File: config.mk
export PLATFORM = sky130hd
export DESIGN_NAME = if_id_pipe_reg
export DESIGN_NICKNAME = d
export VERILOG_FILES = /design/src/rtl/if_id_pipe_reg.sv
export SDC_FILE = /design/constraint.sdc
export NUM_CORES = 1
export LEC_CHECK = 0
export CORE_MARGIN = 3
export CORE_UTILIZATION = 44
export CTS_BUF_LIST = sky130_fd_sc_hd__clkbuf_16
export DETAILED_ROUTE_END_ITERATION = 12
export PLACE_DENSITY = 0.76
export REMOVE_ABC_BUFFERS = 1
export SLEW_MARGIN = 20
export SYNTH_ARGS = -nofsm -noshare
export SYNTH_HDL_FRONTEND = slang
export SYNTH_SLANG_ARGS = --single-unit
File: constraint.sdc
create_clock -name clk -period 4.15 [get_ports clk]
set_input_delay 0.415 -clock clk [delete_from_list [all_inputs] [get_ports clk]]
set_output_delay 0.415 -clock clk [all_outputs]
set_load 0.02 [all_outputs]
File: src/rtl/if_id_pipe_reg.sv
// if_id_pipe_reg: IF/ID pipeline register for the five-stage CPU.
// Carries the fetched instruction word and its PC from fetch to decode. It has a
// valid/ready handshake on both sides, a two-entry skid buffer behind a
// registered in_ready, a synchronous flush, and NOP/zero outputs when empty.
//
// Ports:
//   clk, rst            rising-edge clock, asynchronous active-high reset
//   in_valid/in_ready   fetch-side handshake (in_ready is a flop output)
//   in_instr, in_addrs  fetched instruction and its PC
//   flush               squash held entries and any same-cycle input
//   out_valid/out_ready decode-side handshake
//   out_instr, out_addrs  head entry, or NOP_INSTR / 0 when empty
//   occupancy           number of entries held (0..2)
//
// state | meaning
// EMPTY | main=0 skid=0, outputs show NOP
// ONE   | main=1 skid=0, head entry in main
// TWO   | main=1 skid=1, younger entry parked in skid, in_ready low
module if_id_pipe_reg #(
  parameter int                 INSTR_W   = 32,
  parameter int                 ADDR_W    = 32,
  parameter logic [INSTR_W-1:0] NOP_INSTR = '0
) (
  input  logic               clk,
  input  logic               rst,
  input  logic               in_valid,
  output logic               in_ready,
  input  logic [INSTR_W-1:0] in_instr,
  input  logic [ADDR_W-1:0]  in_addrs,
  input  logic               flush,
  output logic               out_valid,
  input  logic               out_ready,
  output logic [INSTR_W-1:0] out_instr,
  output logic [ADDR_W-1:0]  out_addrs,
  output logic [1:0]         occupancy
);

  logic               main_valid_q, main_valid_d;
  logic               skid_valid_q, skid_valid_d;
  logic               in_ready_q, in_ready_d;
  logic [INSTR_W-1:0] main_instr_q, main_instr_d;
  logic [ADDR_W-1:0]  main_addrs_q, main_addrs_d;
  logic [INSTR_W-1:0] skid_instr_q, skid_instr_d;
  logic [ADDR_W-1:0]  skid_addrs_q, skid_addrs_d;

  logic accept;
  logic pop;

  always_comb begin
    accept       = in_valid & in_ready_q;
    pop          = main_valid_q & out_ready;
    main_valid_d = main_valid_q;
    skid_valid_d = skid_valid_q;
    main_instr_d = main_instr_q;
    main_addrs_d = main_addrs_q;
    skid_instr_d = skid_instr_q;
    skid_addrs_d = skid_addrs_q;

    if (flush) begin
      // Data registers are left alone; the output mux hides stale contents.
      main_valid_d = 1'b0;
      skid_valid_d = 1'b0;
    end else begin
      case ({main_valid_q, skid_valid_q})
        2'b00: begin
          if (accept) begin
            main_valid_d = 1'b1;
            main_instr_d = in_instr;
            main_addrs_d = in_addrs;
          end
        end
        2'b10: begin
          if (accept && pop) begin
            main_instr_d = in_instr;
            main_addrs_d = in_addrs;
          end else if (accept) begin
            skid_valid_d = 1'b1;
            skid_instr_d = in_instr;
            skid_addrs_d = in_addrs;
          end else if (pop) begin
            main_valid_d = 1'b0;
          end
        end
        2'b11: begin
          // in_ready is low here, so no accept can coincide with the pop.
          if (pop) begin
            skid_valid_d = 1'b0;
            main_instr_d = skid_instr_q;
            main_addrs_d = skid_addrs_q;
          end
        end
        default: begin
          // skid without main is unreachable; fall back to empty.
          main_valid_d = 1'b0;
          skid_valid_d = 1'b0;
        end
      endcase
    end

    // Registered ready: next cycle's ready reflects next cycle's skid state,
    // so there is no combinational path from out_ready to in_ready.
    in_ready_d = ~skid_valid_d;
  end

  always_ff @(posedge clk or posedge rst) begin
    if (rst) begin
      main_valid_q <= 1'b0;
      skid_valid_q <= 1'b0;
      in_ready_q   <= 1'b1;
    end else begin
      main_valid_q <= main_valid_d;
      skid_valid_q <= skid_valid_d;
      in_ready_q   <= in_ready_d;
    end
  end

  always_ff @(posedge clk) begin
    main_instr_q <= main_instr_d;
    main_addrs_q <= main_addrs_d;
    skid_instr_q <= skid_instr_d;
    skid_addrs_q <= skid_addrs_d;
  end

  assign in_ready  = in_ready_q;
  assign out_valid = main_valid_q;
  assign out_instr = main_valid_q ? main_instr_q : NOP_INSTR;
  assign out_addrs = main_valid_q ? main_addrs_q : '0;
  assign occupancy = {1'b0, main_valid_q} + {1'b0, skid_valid_q};

endmodule
Yosys cells after proc, flatten, opt, wreduce, memory -nomap -nowiden
Cells that the tools add are included.
W data, S select, Z words.
- register bits after elaboration: 131
- bits of input ports: 69
- output and inout bits: 68
- word-level logic and storage cells: 50
- add/subtract/negate cells: 1
- equal/unequal tests: 10
- muxes and demuxes: 21
- bitwise gates (word level): 5
- reduce and logical (&&, ||, !) cells: 6
- operators by type and width (kind ; number):
    $mux W32 ; 8
    $pmux W32 S3 ; 2
    $ne A3 B3 Y1 const B ; 4
    $reduce_and A5 Y1 ; 2
    $mux W1 ; 9
    $ne A2 B2 Y1 const B ; 4
    $pmux W1 S3 ; 2
    $eq A2 B2 Y1 const B ; 2
    $reduce_and A4 Y1 ; 1
    $not A1 Y1 ; 3
    $reduce_bool A3 Y1 ; 1
    $add A1 B1 Y2 ; 1
    $and A1 B1 Y1 ; 2
    $logic_not A2 Y1 ; 1
    $logic_and A1 B1 Y1 ; 1

Depth between registers and ports, before layout
- depth in word-level cells: 6
- mapped depth: 6
- depth with buffers taken out: 5

Worst setup path after synthesis
OpenSTA, ideal clock, no wires.
- kind: flip-flop to flip-flop
- from: register main_valid_q (netlist: out_valid)
- to: register skid_addrs_q[0], enable pin
- setup time: 486 ps
- arrival: 3592 ps
- required time: 3664 ps
- path slack: 71 ps
- stages on the path, launching flop included: 4
- buffers on the path: 0
- period minus slack after synthesis: 4079 ps
- path through: dfrtp_1 ha_1 nand3_1 nor2_1
- word-level cells in the longest chain between the ends: 4
- elaborated cells on any way between the ends: 5
- classes of those cells: eq/ne (1); bitwise (2); reduce/logical (2)
- ends and longest elaborated chain (item ; line ; source):
    start: declaration ; 38 ; logic main_valid_q, main_valid_d;
    start signal: assignment ; 111 ; main_valid_q <= main_valid_d;
    $and A1 B1 Y1 ; 51 ; pop = main_valid_q & out_ready;
    $logic_and A1 B1 Y1 ; 73 ; if (accept && pop) begin
    $not A1 Y1 (no line) ; -- ;
    $reduce_and A4 Y1 (no line) (*) ; -- ;
    end signal: assignment ; 121 ; skid_addrs_q <= skid_addrs_d;
    end: declaration ; 44 ; logic [ADDR_W-1:0] skid_addrs_q, skid_addrs_d;
Every way passes the cells marked *; elsewhere a longest branch is shown, timed or not.
A chain may end at the register's enable or synchronous reset.

Final worst setup path
- from: register skid_valid_q
- to: output occupancy[1]
- word-level cells in the longest chain between the ends: 1
- ends and longest elaborated chain (item ; line ; source):
    start: declaration ; 39 ; logic skid_valid_q, skid_valid_d;
    start signal: assignment ; 112 ; skid_valid_q <= skid_valid_d;
    $add A1 B1 Y2 ; 128 ; assign occupancy = {1'b0, main_valid_q} + {1'b0, skid_valid_q};
    end: declaration ; 35 ; output logic [1:0] occupancy
Every way passes these cells.

==> summary.txt <==
Logic synthesis
  • Synth Warn #: 0
  • Post-synthesis register bit count: between 100 and 150
  • Mapped Cells: slightly below 300
  • Avg Inst Size Synth: between 15 and 20 um2
  • Distinct cells, synth: 20
  • Synthesized area: approximately 5300 um2
  • Post-synthesis sequential area ratio: 74.0%

Critical path
  • Worst Path Max Fanout: 68
  • CP Buf/Inv Count: 1
  • Critical path, cell by cell: ha_4 > clkdlybuf4s50_1
  • Kind of critical path: reg2out
  • CP max stage cell: ha_4
  • WP data arrival: approximately 2.4 ns
  • Data required time of the worst path: 3.73 ns
  • Largest stage delay, worst path: 0.79 ns
  • CP top delay family: adder cells
  • CP endpoint kind: output port
  • Crit start category: register

Routing
  • WL final: ~10000 um
  • DR iter-0 viols: 230
  • DR WL/cell: between 15 and 20 um
  • Vias per Instance: 4.97
  • Routed vias: 2966
  • # DRC: 0
  • DR pass1 iterations: 4
  • Remaining antenna violation count: 0

STA
  • Final cycle utilization of the critical path: a little under 70%
  • Max Freq: ~360 MHz
  • Clock skew: 0.00626 ns
  • Slew Limit Fails: 0
  • Worst-Margin Slew: between 0.9 and 1 ns
  • Unrepaired setup endpoints after global routing: no
  • Setup violators final: 0
  • Tmin final: approximately 2.8 ns
  • Min Hold Slack: 0.195 ns
  • Relative slew slack: a little under two fifths
  • Fin. Hold Viols: 0

Clocking
  • # hold bufs at CTS: 0
  • Post-CTS Setup Repair Bufs: 0
  • CTS tree: built
  • Clock transition at path regs: 0.05 ns
  • Root Driver: clkbuf_16
  • Resize count post-CTS: 0
  • Clock Sinks: 131
  • Max Buffers Root-to-Sink: 2
  • Worst-Skew Late Latency: ~0.4 ns
  • H-tree depth: 4
  • CTS buffer count: 17

Power
  • Clock share of power: between 30% and 40%
  • Reg power frac: a little under half
  • Combinational share of power: 17.0%
  • Leakage: 2.48 nW
  • Power Dens Cells: ~480 nW/um2
  • Psw: 0.000853 W
  • Pint: about 0.0027 W
  • Peak supply drop: 0.246 mV
  • Sw frac: between 20 and 25%

Global routing
  • First-pass GRT wire length: ~16000 um
  • Largest net degree at the start of global routing: between 70 and 80
  • Global route overflow: 0
  • Vias in the first global route: 3147
  • Initial antenna violation count: 0
  • GRT Util Overall: between 10% and 20%

Final layout
  • Area growth syn-to-layout: 38.0%
  • Layout cells sized above 1: 21.1%
  • Final net count: between 500 and 600
  • Most frequent cells in the layout: 136 x clkdlybuf4s50_1, 128 x edfxtp_1, 65 x and2_1
  • Leading cell type in the layout, fill and taps excluded: clkdlybuf4s50_1
  • Antenna diodes: 0
  • Non-filler cells, final: about 600

Placement
  • Port bufs: 136
  • HPWL Detailed: 6460 um
  • Placed insts: ~570
  • Gpl congestion: between 0.7 and 0.8

Floorplanning
  • Die width: ~120 um
  • IO Pins: 137
  • Site Rows: 39
  • Die Ht: approximately 120 um
  • Die area: about 13000 um2
  • Core area: approximately 12000 um2
  • Initial core utilization: around 46%

Flow run
  • Maxcap violations: 0

Hold path
  • Worst min-delay path class: in2async

Status
  • Status: finished clean
-- sequential cells by signal, indices dropped and copies added, names as in the netlist --
name	flops
out_valid	1
main_addrs_q	32
main_instr_q	32
in_ready	1
skid_addrs_q	32
skid_instr_q	32
skid_valid_q	1
-- cells by family after synthesis --
| family | Yosys count | synth area share (%) |
|---|---|---|
| flip-flops | 131 | 74.0 |
| AND/OR/NAND/NOR | 73 | 8.31 |
| multiplexers | 64 | 13.6 |
| buffers and inverters | 17 | 2.03 |
| AO/OA/AOI/OAI | 9 | 1.11 |
| adder cells (fa/ha/maj) | 4 | 0.945 |
-- power by group through the flow --
stage                     clock (W)  sequential, W  combinational, W
after floorplan                   0        0.00167          0.000285
after global placement            0        0.00165          0.000597
after detailed placement          0        0.00165          0.000607
after CTS                   0.00135        0.00163          0.000612
after global routing        0.00141        0.00163          0.000651
final                       0.00131        0.00162          0.000604
-- per-stage QoR --
step,total power [W],setup TNS (ns),setup slack [ns],util (%),cell area [um2]
6_report,0.00354,0,1.34,63.0,7310
5_1_grt,0.00370,0,1.20,63.0,7310
4_1_cts,0.00358,0,1.29,63.0,7310
3_5_place_dp,0.00226,0,1.55,58.4,6780
3_3_place_gp,0.00224,0,1.63,58.4,6780
2_1_floorplan,0.00195,-75.13,-0.593,-,5200
-- synth_stat cells --
cell / n / share of area (%)
inv_1: 3 / 0.21
and3_1: 1 / 0.12
clkbuf_1: 4 / 0.28
nor2_1: 4 / 0.28
o21ai_0: 2 / 0.19
a211o_1: 1 / 0.17
nand2_1: 2 / 0.14
ha_1: 4 / 0.94
buf_6: 5 / 1.1
o31ai_1: 1 / 0.14
dfstp_2: 1 / 0.50
and2_1: 65 / 7.7
a21boi_1: 1 / 0.14
nand3_1: 1 / 0.094
mux2_2: 64 / 14
buf_2: 5 / 0.47
edfxtp_1: 128 / 73
a21oi_1: 2 / 0.19
dfrtp_1: 2 / 0.94
a211oi_1: 2 / 0.28
-- per-layer routing --
metal,share of wire (%),global-route usage (%),vias up
met5,0,0,-
met4,1.1,5.88,0
met3,6.3,5.33,10
met2,50,26.0,106
met1,42,20.2,1441
li1,-,-,1409
-- path summary, 6_finish.rpt --
path                       cells after the start  slack (ns)                         end                  startpoint
max in group asynchronous                      2        3.74          in_ready$_DFF_PP1_                         rst
hold reg to reg                                1        0.54  main_instr_q[14]$_DFFE_PP_  skid_instr_q[14]$_DFFE_PP_
min in group clk                               1        0.54  main_instr_q[14]$_DFFE_PP_  skid_instr_q[14]$_DFFE_PP_
hold / removal                                 2        0.19      skid_valid_q$_DFF_PP0_                         rst
setup reg to reg                               5        1.58  skid_addrs_q[11]$_DFFE_PP_       out_valid$_DFFE_PP0P_
setup / recovery                               2        1.34                occupancy[1]      skid_valid_q$_DFF_PP0_
-- area by class of cell --
cell class | instances | area (um2)
flip-flops and latches | 131 | 3920
well taps | 143 | 179
clock buffers | 17 | 425
clock inverters | 15 | 104
fillers | 885 | 4300
inverters | 3 | 11.3
multi-input cells | 150 | 1290
repair buffers | 138 | 1380
(Power assumes the default switching activity.)
